$ cat config.mk
export PLATFORM = sky130hd
export DESIGN_NAME = key_conditioner_flat
export DESIGN_NICKNAME = d
export VERILOG_FILES = /design/src/rtl/key_conditioner_pkg.sv /design/src/rtl/key_conditioner_if.sv /design/src/rtl/key_debounce.sv /design/src/rtl/key_conditioner.sv /design/src/flat_wrapper.sv
export SDC_FILE = /design/constraint.sdc
export NUM_CORES = 1
export LEC_CHECK = 0
export CELL_PAD_IN_SITES_DETAIL_PLACEMENT = 1
export CELL_PAD_IN_SITES_GLOBAL_PLACEMENT = 1
export CORE_UTILIZATION = 39
export CTS_CLUSTER_SIZE = 12
export DETAILED_ROUTE_END_ITERATION = 8
export GPL_TIMING_DRIVEN = 0
export PLACE_DENSITY = 0.76
export SETUP_SLACK_MARGIN = 0.3
export SLEW_MARGIN = 10
export SYNTH_ARGS = -nofsm -noshare
export SYNTH_HDL_FRONTEND = slang
export SYNTH_SLANG_ARGS = --single-unit
$ cat constraint.sdc
create_clock -name CLOCK_50 -period 5.57 [get_ports CLOCK_50]
set_clock_uncertainty 0.05 [all_clocks]
set_input_delay 1.114 -clock CLOCK_50 [delete_from_list [all_inputs] [get_ports CLOCK_50]]
set_output_delay 1.114 -clock CLOCK_50 [all_outputs]
set_load 0.02 [all_outputs]
$ cat src/rtl/key_conditioner_pkg.sv
// Shared definitions for the push-button conditioner: default sizing and
// the event FSM state encoding.
package key_conditioner_pkg;

    localparam int P_KEY_DEFAULT           = 4;
    localparam int DEBOUNCE_CYCLES_DEFAULT = 1000000;

    typedef enum logic {
        ST_ARMED = 1'b0,
        ST_HELD  = 1'b1
    } kcState_t;

endpackage

$ cat src/rtl/key_conditioner_if.sv
// Key/event bundle between the board buttons, the game controller and the
// conditioner. The conditioner uses the slave side.
interface key_conditioner_if
    import key_conditioner_pkg::*;
#(
    parameter int P_KEY = P_KEY_DEFAULT
);
    localparam int CODE_W = (P_KEY > 1) ? $clog2(P_KEY) : 1;

    logic [P_KEY-1:0]  KEY;
    logic              enable;
    logic [P_KEY-1:0]  keys_db;
    logic              press_valid;
    logic [CODE_W-1:0] press_code;
    logic              multi_error;

    modport master (
        output KEY,
        output enable,
        input  keys_db,
        input  press_valid,
        input  press_code,
        input  multi_error
    );

    modport slave (
        input  KEY,
        input  enable,
        output keys_db,
        output press_valid,
        output press_code,
        output multi_error
    );

endinterface

$ cat src/rtl/key_debounce.sv
// One push-button: 2-flop synchronizer followed by a stability counter that
// only lets a new level through after DEBOUNCE_CYCLES consecutive cycles.
module key_debounce #(
    parameter int DEBOUNCE_CYCLES = 4
) (
    input  logic clk,
    input  logic rst_n,
    input  logic i_keyRaw,
    output logic o_stable
);
    localparam int             CNT_W    = $clog2(DEBOUNCE_CYCLES + 1);
    localparam logic [CNT_W-1:0] CNT_LAST = CNT_W'(DEBOUNCE_CYCLES - 1);

    logic             r_sync1;
    logic             r_sync2;
    logic             r_stable;
    logic [CNT_W-1:0] r_count;

    // Released level is 1, so reset looks like "no button pressed".
    always_ff @(posedge clk or negedge rst_n) begin
        if (!rst_n) begin
            r_sync1 <= 1'b1;
            r_sync2 <= 1'b1;
        end else begin
            r_sync1 <= i_keyRaw;
            r_sync2 <= r_sync1;
        end
    end

    always_ff @(posedge clk or negedge rst_n) begin
        if (!rst_n) begin
            r_stable <= 1'b1;
            r_count  <= '0;
        end else if (r_sync2 == r_stable) begin
            r_count <= '0;
        end else if (r_count == CNT_LAST) begin
            r_stable <= ~r_stable;
            r_count  <= '0;
        end else begin
            r_count <= r_count + 1'b1;
        end
    end

    assign o_stable = r_stable;

endmodule

$ cat src/rtl/key_conditioner.sv
// Debounces the board push-buttons and turns single clean presses into
// one-cycle events with a key index; simultaneous presses raise multi_error.
module key_conditioner
    import key_conditioner_pkg::*;
#(
    parameter int P_KEY           = P_KEY_DEFAULT,
    parameter int DEBOUNCE_CYCLES = DEBOUNCE_CYCLES_DEFAULT
) (
    input  logic               CLOCK_50,
    input  logic               reset,
    key_conditioner_if.slave   bus
);
    localparam int CODE_W = (P_KEY > 1) ? $clog2(P_KEY) : 1;

    logic [P_KEY-1:0]  w_stable;
    logic [P_KEY-1:0]  w_keysDb;
    logic              w_anyKey;
    logic              w_multiKey;
    logic [CODE_W-1:0] w_keyIdx;

    kcState_t          r_state;
    kcState_t          w_nextState;
    logic              r_pressValid;
    logic              r_multiError;
    logic [CODE_W-1:0] r_pressCode;
    logic              w_pressValidNext;
    logic              w_multiErrorNext;
    logic [CODE_W-1:0] w_pressCodeNext;

    for (genvar g = 0; g < P_KEY; g++) begin : g_key
        key_debounce #(
            .DEBOUNCE_CYCLES (DEBOUNCE_CYCLES)
        ) u_debounce (
            .clk      (CLOCK_50),
            .rst_n    (reset),
            .i_keyRaw (bus.KEY[g]),
            .o_stable (w_stable[g])
        );
    end

    assign w_keysDb   = ~w_stable;
    assign w_anyKey   = |w_keysDb;
    // Clearing the lowest set bit leaves something only if two or more were set.
    assign w_multiKey = |(w_keysDb & (w_keysDb - P_KEY'(1)));

    always_comb begin
        w_keyIdx = '0;
        for (int i = 0; i < P_KEY; i++) begin
            if (w_keysDb[i]) begin
                w_keyIdx = CODE_W'(i);
            end
        end
    end

    always_comb begin
        w_nextState      = r_state;
        w_pressValidNext = 1'b0;
        w_multiErrorNext = 1'b0;
        w_pressCodeNext  = r_pressCode;
        case (r_state)
            ST_ARMED: begin
                if (w_multiKey) begin
                    w_multiErrorNext = 1'b1;
                    w_nextState      = ST_HELD;
                end else if (w_anyKey) begin
                    w_nextState = ST_HELD;
                    if (bus.enable) begin
                        w_pressValidNext = 1'b1;
                        w_pressCodeNext  = w_keyIdx;
                    end
                end
            end
            ST_HELD: begin
                if (!w_anyKey) begin
                    w_nextState = ST_ARMED;
                end
            end
            default: w_nextState = ST_ARMED;
        endcase
    end

    always_ff @(posedge CLOCK_50 or negedge reset) begin
        if (!reset) begin
            r_state      <= ST_ARMED;
            r_pressValid <= 1'b0;
            r_multiError <= 1'b0;
            r_pressCode  <= '0;
        end else begin
            r_state      <= w_nextState;
            r_pressValid <= w_pressValidNext;
            r_multiError <= w_multiErrorNext;
            r_pressCode  <= w_pressCodeNext;
        end
    end

    assign bus.keys_db     = w_keysDb;
    assign bus.press_valid = r_pressValid;
    assign bus.multi_error = r_multiError;
    assign bus.press_code  = r_pressCode;

endmodule
$ cat src/flat_wrapper.sv
// flat-port wrapper written by rule: the top's interface ports become plain ports
module key_conditioner_flat import key_conditioner_pkg::*;
#(
    parameter int P_KEY           = P_KEY_DEFAULT,
    parameter int DEBOUNCE_CYCLES = DEBOUNCE_CYCLES_DEFAULT
)
  (CLOCK_50, reset, bus_KEY, bus_enable, bus_keys_db, bus_press_valid, bus_press_code, bus_multi_error);
  key_conditioner_if #(.P_KEY(P_KEY)) bus_i ();
  input  logic CLOCK_50;
  input  logic reset;
  input wire logic [$bits(bus_i.KEY)-1:0] bus_KEY;
  input wire logic [$bits(bus_i.enable)-1:0] bus_enable;
  output wire logic [$bits(bus_i.keys_db)-1:0] bus_keys_db;
  output wire logic [$bits(bus_i.press_valid)-1:0] bus_press_valid;
  output wire logic [$bits(bus_i.press_code)-1:0] bus_press_code;
  output wire logic [$bits(bus_i.multi_error)-1:0] bus_multi_error;
  assign bus_i.KEY = bus_KEY;
  assign bus_i.enable = bus_enable;
  assign bus_keys_db = bus_i.keys_db;
  assign bus_press_valid = bus_i.press_valid;
  assign bus_press_code = bus_i.press_code;
  assign bus_multi_error = bus_i.multi_error;
  key_conditioner #(.P_KEY(P_KEY), .DEBOUNCE_CYCLES(DEBOUNCE_CYCLES)) u_core (.CLOCK_50(CLOCK_50), .reset(reset), .bus(bus_i));
endmodule
# Yosys cells after proc, flatten, opt, wreduce, memory -nomap -nowiden
# Index checks and enable logic that the tools add are counted.
totals:
  regBits: 97
  in_bits: 7
  output_inout_bits: 8
  word_cells: 72
op_classes:
  n_addsub: 5
  eq_ne: 8
  mux: 20
  bitwise_logic: 12
  n_reduce_logical: 7
ops:
  columns: ["op", "n"]
  rows:
  - ["$mux W20", 8]
  - ["$add A20 B1 Y20 const B", 4]
  - ["$eq A20 B20 Y1 const B", 4]
  - ["$not A1 Y1", 10]
  - ["$mux W1", 9]
  - ["$reduce_and A2 Y1", 4]
  - ["$reduce_or A4 Y1", 2]
  - ["$and A4 B4 Y4", 1]
  - ["$eq A1 B1 Y1", 4]
  - ["$mux W2", 2]
  - ["$not A4 Y4", 1]
  - ["$reduce_and A4 Y1", 1]
  - ["$sub A4 B1 Y4 const B", 1]
  - ["$pmux W1 S2", 1]

# Logic depth before layout (Yosys ltp)
depth:
  depth_word: 6
  ltp_mapped: 7
  ltp_nobuf: 5

# Hierarchy
# A second synthesis with hierarchy kept.
hier_totals:
  cells_unflattened: 466
  area_unflattened_um2: 4782.1
modules_own_cells:
  columns: ["module", "instances", "cells_each", "area_per_inst_um2", "seq_area_each_um2"]
  rows:
  - ["key_debounce", 4, 108, 1118.6, 579.3]
  - ["key_conditioner", 1, 34, 307.8, 125.1]

# Least setup slack after synthesis
# OpenSTA, ideal clock, no wires.
synth_path:
  kind: "reg-to-output"
  start: "register u_core.g_key[3].u_debounce.r_stable"
  end: "output bus_keys_db[3]"
  arrival_time_ps: 929
  t_required_ps: 4406
  slack_ps: 3477
  stages_incl_launch_ff: 3
  n_path_buf: 1
  cell_sequence: "dfstp_2 -> clkbuf_1 -> inv_1"
synth_between:
  elab_chain_cells: 1
synth_rtl:
  columns: ["element", "line", "source"]
  rows:
  - ["start: declaration", "key_debounce.sv:16", "logic r_stable;"]
  - ["start signal: assignment", "key_debounce.sv:37", "r_stable <= ~r_stable;"]
  - ["$not A4 Y4", "key_conditioner.sv:41", "assign w_keysDb = ~w_stable;"]
  - ["end: declaration", "flat_wrapper.sv:13", "output wire logic [$bits(bus_i.keys_db)-1:0] bus_keys_db;"]
# Every way passes these cells.

# Worst setup path in the final report
# Ends and elaborated chain as after synthesis.

==> impl_metrics.json <==
{
  "grt_max_degree": 60,
  "synth_edf_count": 0,
  "setup_viol": 0,
  "holdBufCountCts": 0,
  "reg2regPathDepth": 6,
  "final_antenna_net_count": 0,
  "clk_pin_slew_worst_paths_ns": 0.06,
  "die_area_mm2": 0.0126,
  "fp.coreArea_mm2": 0.0117,
  "clockBufferDepth": 2,
  "finalSetupTns_ns": 0,
  "worst_slack_ns": 2.46,
  "antenna_found_initial": 0,
  "avgSynthCellArea_um2": 9.80,
  "synth_cells": 485,
  "pin_count": 15,
  "ys_ff_latch": 97,
  "drtIter0Drc": 156,
  "final_layout_size_suffix_gt1_frac": 0.0891,
  "gp_congestion": 0.822,
  "initial_core_util": 0.407,
  "synth_common_cells": "dfrtp_1 (85), nor2_1 (63), nand3_1 (38)",
  "r2r-start": "u_core.g_key[3].u_debounce.r_count[0]",
  "cts_resized": 0,
  "cts_buffers": 9,
  "post-route-period-util": 0.559,
  "synth_area_leader_cell": "dfrtp_1",
  "status": "finished, final reports clean",
  "numClockSinks": 97,
  "die_x_um": 112,
  "place_ws_ns": 2.82,
  "period_minus_slack_ns": 3.11,
  "crit_required_ns": 4.41,
  "cp_data_arrival_time_ns": 1.95,
  "post_cts_buffers": 0,
  "grt_pass1_vias": 3995,
  "grt_pass1_wl_mm": 19.6,
  "grt_usage": 0.197,
  "hold_viol": 0,
  "port_buffers": 14,
  "synth_most_common_cell": "dfrtp_1",
  "dp.final_hpwl_mm": 7.72,
  "htreeDepth": 3,
  "grt_setup_unrepaired": "false",
  "synth_area_leaders": "dfrtp_1 (45%), dfstp_2 (6.6%), xor2_1 (5.5%)",
  "design_area_mm2": 0.00544,
  "place_area_mm2": 0.00510,
  "synth_cell_types": 45,
  "drt-total-wl_mm": 11.0,
  "tritoncts": "done",
  "synth_top_area_share": 0.448,
  "diodes": 0,
  "yosysWarnings": 0,
  "power_density_mw_per_mm2": 275,
  "start_kind": "flip-flop",
  "synthesis.nets": 496,
  "worstHoldStart": "u_core.g_key[3].u_debounce.r_sync1",
  "hold_path_class": "flip-flop to flip-flop",
  "drt_first_pass_iters": 4,
  "vdd_ir_drop_max_uv": 145,
  "finalPower_w": 0.00150,
  "num-fill-cells": 1337,
  "num_rows": 39,
  "end_kind": "output port",
  "cp_max_fo": 9,
  "fmax_ghz": 0.321,
  "yosysSeqAreaShare": 0.514,
  "drv_cap": 0,
  "clock_latency_ns": 0.35,
  "critPathKind": "flip-flop to output port",
  "synth_flop_cell": "dfrtp_1",
  "die_y_um": 112,
  "async_reset_ff_frac": 1.00,
  "final_core_util": 0.467,
  "tightest_slew_ns": 0.718,
  "syn_to_final_growth_pct": 14.5,
  "hold_path_depth": 0,
  "via_per_inst": 5.63,
  "syn_area_mm2": 0.00475,
  "via_count": 3713,
  "crit_start": "u_core.g_key[3].u_debounce.o_stable",
  "nets": 522,
  "avgRoutedWirePerCell_um": 16.7,
  "grt-ovfl-total": 0,
  "power.leakage_nw": 2.14,
  "drc": 0,
  "slew_violations": 0,
  "clock-root-buffer": "clkbuf_16",
  "relSlewSlack": 0.519
}
## flip-flops by register name, summed over array words and instances (netlist names)
register / count
u_core.g_key.u_debounce.o_stable: 4
u_core.g_key.u_debounce.r_sync2: 4
u_core.g_key.u_debounce.r_count: 80
u_core.bus.press_code: 2
u_core.bus.multi_error: 1
u_core.r_state: 1
u_core.bus.press_valid: 1
u_core.g_key.u_debounce.r_sync1: 4
## cells in the final DEF (no fill, tap or decap), types with 2 or more instances in the layout
cell,Yosys,final
xor2_1,30,30
bufinv_16,0,3
xnor2_1,24,24
nand4_1,21,21
clkdlybuf4s50_1,0,13
and2_1,2,2
ha_1,4,4
buf_4,4,5
buf_2,3,3
nand2_1,24,24
dfstp_2,12,12
clkbuf_1,13,14
mux2_2,4,4
o21ai_0,12,12
clkbuf_16,0,9
nor3_1,8,8
or4_1,14,14
dfrtp_1,85,85
or3_1,11,11
o31ai_1,13,13
nor4_1,14,14
and4_1,7,7
nand3_1,38,38
a21oi_1,29,29
inv_1,15,15
nor2_1,63,63
and3_1,13,13
nand4b_1,2,2
## where the power goes
part / internal (W) / leakage, nW / total (W) / switching (W)
clock: 0.000451 / 0.166 / 0.000722 / 0.000272
sequential: 0.000717 / 1.30 / 0.000728 / 0.0000115
combinational: 0.0000164 / 0.675 / 0.0000484 / 0.0000320
total: 0.00118 / 2.14 / 0.00150 / 0.000315
## through the flow
step	std cells	hold WS [ns]
CTS	659	0.307
global route	659	0.315
finish	659	0.306
global placement	642	0.297
floorplan	485	0.295
detailed placement	643	0.297
## cell families after synthesis
| group | Yosys count | share of synthesized area |
|---|---|---|
| AO/OA/AOI/OAI | 62 | 0.0777 |
| XOR/XNOR | 54 | 0.0995 |
| adder cells (fa/ha/maj) | 4 | 0.0105 |
| buffers and inverters | 35 | 0.0316 |
| flip-flops | 97 | 0.514 |
| multiplexers | 5 | 0.0116 |
| AND/OR/NAND/NOR | 228 | 0.255 |
## critical path, stage by stage (launching register included)
cell and delay (ns):
dfstp_2 0.52, clkbuf_1 0.35, inv_1 0.16, clkdlybuf4s50_1 0.57
## cell type report
class / count / area (µm²) / area share
clock buffer: 11 / 243 / 0.0446
clock inverter: 5 / 103 / 0.0189
multi-input combinational: 353 / 2160 / 0.397
timing repair buffer: 15 / 165 / 0.0304
sequential: 97 / 2440 / 0.449
tap: 143 / 179 / 0.0329
inverter: 15 / 56.3 / 0.0103
buffer: 20 / 93.8 / 0.0172
## metal layers
metal | track usage | wire length, µm | vias up
met4 | 0.0791 | 208 | 0
met5 | 0 | 0 | -
met2 | 0.330 | 5520 | 38
li1 | - | - | 1784
met3 | 0.0410 | 239 | 15
met1 | 0.249 | 5030 | 1876
## path summary, 6_finish.rpt
path	endpoint	slack (ns)
worst max-delay path	bus_keys_db[3]	2.46
min in group asynchronous	u_core.g_key[0].u_debounce.r_count[5]	0.70
max in group asynchronous	u_core.g_key[3].u_debounce.o_stable	4.06
worst min register to register	u_core.g_key[3].u_debounce.r_sync2	0.31
worst min-delay path	u_core.g_key[3].u_debounce.r_sync2	0.31
worst max register to register	u_core.g_key[3].u_debounce.r_count[3]	3.35
(Power assumes the default switching activity.)
==> edit 1 (config.mk and constraints unchanged) <==
Set the package constant `P_KEY_DEFAULT` to 8 (it was 4).
--- a/src/rtl/key_conditioner_pkg.sv
+++ b/src/rtl/key_conditioner_pkg.sv
@@ -2,7 +2,7 @@
 // the event FSM state encoding.
 package key_conditioner_pkg;
 
-    localparam int P_KEY_DEFAULT           = 4;
+    localparam int P_KEY_DEFAULT           = 8;
     localparam int DEBOUNCE_CYCLES_DEFAULT = 1000000;
 
     typedef enum logic {
Ports: changed (resized bus_KEY, bus_keys_db and bus_press_code); port bits go from 15 to 24. No check against the original RTL was run, so the function may have changed too.
==> edit 1 against the original RTL <==
Routed wire length grew 64%; die area increased by 85%; register-to-register slack improved by 0.30 ns; cell area grew 86%; total power grew 83%; worst setup slack improved by 0.15 ns; combinational power increased by 100%; sequential cell count rose by 93; synthesized area grew 87%.
==> edit 1: results <==
clocking:
  clkSlewWorstSetupHoldPaths_ns: 0.07
  clock_latency_ns: 0.44
  clock_path_buffers: 2
  cts_resized: 0
  cts_buffers: 17
  postCtsSetupBuffers: 0
  cts_root_buf: "clkbuf_16"
  cts_max_level: 4
outcome:
  status: "finished clean"
finish:
  regMostFlops: "u_core.g_key.u_debounce.r_count"
  diodes: 0
  nNetsFinal: 930
  largest_reg_flops: 160
  drive_gt1_share_pct: 11.5
  fill_cells: 2455
route:
  wl_mm: 18.0
  drtIter0Drc: 286
  routedWlPerCell_um: 15.0
  firstDrtPassIters: 5
  via_count: 6162
hold_path:
  min_path_type: "reg -> reg"
synth:
  ys_warn_count: 0
  yosys.cell_types.count: 42
  postSynthCellCount: 868
  yosys-top-cells-area: "dfrtp_1 (47%), xor2_1 (9.7%), nor2_1 (7.9%), dfstp_2 (7.1%), xnor2_1 (5.3%)"
  synthArstFlopShare_pct: 100
  synth-edff-count: 0
  ys.flop_type: "dfrtp_1"
  syn_nets: 887
  synth_common_cells: "nor2_1 (186), dfrtp_1 (166), xor2_1 (98)"
  yosysSeqAreaShare_pct: 53.8
global_route:
  grt_pass1_vias: 6598
  antenna_found_initial: 0
  grt_max_degree: 109
  grt_pass1_wl_mm: 32.4
  grtUsageTotal_pct: 17.1
place:
  io_buffers: 23
  gp_congestion: 0.757
  dpl-instance-area_um2: 9510
  hpwl_mm: 12.1
  dp_cells: 1172
worst_setup_path:
  arrival_ns: 1.80
  crit_family: "buffers and inverters"
  cp_slowest_cell: "clkdlybuf4s50_1"
  path_max_fanout: 7
  max_stage_delay_ns: 0.55
power_and_ir_drop:
  leakagePower_nw: 4.30
  p_int_mw: 2.11
  peakVddDrop_v: 0.000164
timing:
  tightest_slew_ns: 0.654
## edit 1: cell count changes after synthesis, sizes merged, moves of 12 or more
cell and delta:
a21oi -25, buf +12, clkbuf -12, dfrtp +81, dfstp +12, nand2 +43, nand3 +34, nor2 +123
nor3 +14, o31ai -14, or4 -15, xnor2 +30, xor2 +68
## edit 1: kinds of logic (layout without fill, tap and decap cells)
group	after synthesis	after routing	share of synthesized area (%)
mux	1	1	0.169
xor+xnor	152	152	15.0
buf+inv	43	99	2.74
simple gates	453	453	25.6
compound gates	20	20	1.51
flops	190	190	53.8
fa+ha+maj	9	9	1.24
## edit 1: through the flow
stage               hold WS, ns  setup TNS, ns  worst slack [ns]  util, %
finish                    0.307              0              2.60     45.7
detailed placement        0.297              0              2.92     43.0
floorplan                 0.295              0              3.57        -
global route              0.310              0              2.51     45.7
global placement          0.296        -840.11             -4.75     42.9
CTS                       0.307              0              2.58     45.7
## edit 1: power by group through the flow
stage	logic [mW]	clock network [mW]	registers [mW]
floorplan	0.0493	0	1.44
global placement	0.0960	0	1.45
detailed placement	0.103	0	1.45
CTS	0.104	1.25	1.42
global route	0.115	1.30	1.43
finish	0.0985	1.22	1.42
## edit 1: per-layer routing
| layer | vias to the layer above | global-route usage [%] | share of wire (%) |
|---|---|---|---|
| li1 | 2983 | - | - |
| met1 | 3119 | 22.5 | 49 |
| met2 | 45 | 28.3 | 48 |
| met3 | 15 | 3.23 | 2.2 |
| met4 | 0 | 5.68 | 1.3 |
| met5 | - | 0 | 0 |
## edit 1: path summary, 6_finish.rpt
kind	from	to	slack [ns]	depth (start not counted)
worst max-delay path	u_core.g_key[4].u_debounce.o_stable$_DFFE_PN1P_	bus_keys_db[4]	2.60	3
worst min-delay path	u_core.g_key[0].u_debounce.r_sync1$_DFF_PN1_	u_core.g_key[0].u_debounce.r_sync2$_DFF_PN1_	0.31	0
worst max register to register	u_core.g_key[4].u_debounce.r_count[0]$_DFF_PN0_	u_core.g_key[4].u_debounce.r_count[11]$_DFF_PN0_	3.65	7
worst min register to register	u_core.g_key[0].u_debounce.r_sync1$_DFF_PN1_	u_core.g_key[0].u_debounce.r_sync2$_DFF_PN1_	0.31	0
max in group asynchronous	reset	u_core.g_key[2].u_debounce.r_count[9]$_DFF_PN0_	3.88	2
min in group asynchronous	reset	u_core.g_key[1].u_debounce.r_count[14]$_DFF_PN0_	0.61	1
## edit 1: final cells by class
class | instances | share of cell area [%]
tap | 280 | 3.47
clock inverter | 10 | 1.03
multi-input combinational | 635 | 38.3
timing repair buffer | 24 | 2.60
sequential | 190 | 47.4
inverter | 23 | 0.855
buffer | 20 | 1.56
clock buffer | 22 | 4.80
==> edit 2 (config.mk and constraints unchanged) <==
Without the edit above. Make the reset (`reset` and `rst_n`) synchronous in 3 clocked blocks.
--- a/src/rtl/key_debounce.sv
+++ b/src/rtl/key_debounce.sv
@@ -17,7 +17,7 @@
     logic [CNT_W-1:0] r_count;
 
     // Released level is 1, so reset looks like "no button pressed".
-    always_ff @(posedge clk or negedge rst_n) begin
+    always_ff @(posedge clk) begin
         if (!rst_n) begin
             r_sync1 <= 1'b1;
             r_sync2 <= 1'b1;
@@ -27,7 +27,7 @@
         end
     end
 
-    always_ff @(posedge clk or negedge rst_n) begin
+    always_ff @(posedge clk) begin
         if (!rst_n) begin
             r_stable <= 1'b1;
             r_count  <= '0;
--- a/src/rtl/key_conditioner.sv
+++ b/src/rtl/key_conditioner.sv
@@ -79,7 +79,7 @@
         endcase
     end
 
-    always_ff @(posedge CLOCK_50 or negedge reset) begin
+    always_ff @(posedge CLOCK_50) begin
         if (!reset) begin
             r_state      <= ST_ARMED;
             r_pressValid <= 1'b0;
Formal check against the unedited RTL: same outputs for any inputs over 10 cycles, from zero or initial values and one cycle with reset low; that may be too few to reach the edited logic, so the function may still have changed.
==> edit 2 against the original RTL <==
Die area down 9.8%; routed wire length down 15%; cell area down 11%; synthesized area down 10%; sequential cell count unchanged; cell count down 1.2%; sequential share of layout area down 4.8 points; register-to-register slack worse by 0.05 ns; synthesized cell count unchanged; worst setup slack better by 0.16 ns; critical endpoint is now bus_keys_db[1]; highest routed layer unchanged.
Power is not compared: it rests on default switching activity, and its combinational part moved more than twofold at a synthesized area within 25%.
==> edit 2: results <==
route:
  wl_met3_um: 205
  firstDrtPassIters: 5
  met2_length_mm: 4.62
  via_count: 3433
  viasPerCell: 5.27
  drtIter0Drc: 98
  wl_mm: 9.38
place:
  hpwl_mm: 6.84
  dpl-instance-area_um2: 4590
  dp_cells: 635
  gp_congestion: 0.754
global_route:
  grt_max_degree: 17
  grtUsageMet2_pct: 32.1
  grtUsageTotal_pct: 18.2
  grtUsageMet3_pct: 4.56
  use_met1_pct: 21.2
clocking:
  clock_latency_ns: 0.37
  cts_root_buf: "clkbuf_8"
  clkSlewWorstSetupHoldPaths_ns: 0.09
synth:
  yosys.cell_types.count: 40
  ys.flop_type: "dfxtp_1"
  yosys-top-cells-area: "dfxtp_1 (45%), xor2_1 (6.1%), xnor2_1 (4.5%), nor2_1 (4.4%), a21oi_1 (3.6%)"
  yosys.area_share.xor_xnor_pct: 10.6
  synth_compound_area_share_pct: 11.0
  synth_common_cells: "dfxtp_1 (97), nor2_1 (50), a21oi_1 (31)"
  synthArstFlopShare_pct: 0
  muxShareOfSynthArea_pct: 0
  synth_adder_area_share_pct: 1.17
  yosysSeqAreaShare_pct: 45.4
worst_setup_path:
  arrival_ns: 1.79
  path_max_fanout: 10
finish:
  area_share_clock_buf_inv_pct: 5.20
  final.clkbuf_count: 10
  num-multi-input-gates: 347
  multiInputGateArea_um2: 2160
  n_all_buffers: 33
  fill_cells: 1284
  drive_gt1_share_pct: 7.38
  inverters_excl_clock: 22
  final_area_um2: 4840
  buffer_area_share_pct: 4.81
outcome:
  status: "finished clean"
timing:
  tightest_slew_ns: 0.490
power_and_ir_drop:
  p_total_mw: 1.28
==> edit 2: changes by cell type after synthesis, sizes merged, moves of 8 or more <==
cell / change
dfxtp: +97
dfrtp: -85
dfstp: -12
o21ai: +12
nand3: -10
and3: -9
nor4: -9
or3: +9
nand2b: +8
==> edit 2: final timing paths <==
| check | depth (start not counted) | to | startpoint | slack [ns] |
|---|---|---|---|---|
| setup / recovery | 3 | bus_keys_db[1] | u_core.g_key[1].u_debounce.o_stable$_SDFFE_PN1P_ | 2.62 |
| setup reg to reg | 6 | u_core.g_key[1].u_debounce.r_count[18]$_SDFF_PP0_ | u_core.g_key[1].u_debounce.r_count[0]$_SDFF_PP0_ | 3.30 |
| hold / removal | 1 | u_core.g_key[1].u_debounce.r_sync2$_SDFF_PN1_ | u_core.g_key[1].u_debounce.r_sync1$_SDFF_PN1_ | 0.38 |
| hold reg to reg | 1 | u_core.g_key[1].u_debounce.r_sync2$_SDFF_PN1_ | u_core.g_key[1].u_debounce.r_sync1$_SDFF_PN1_ | 0.38 |
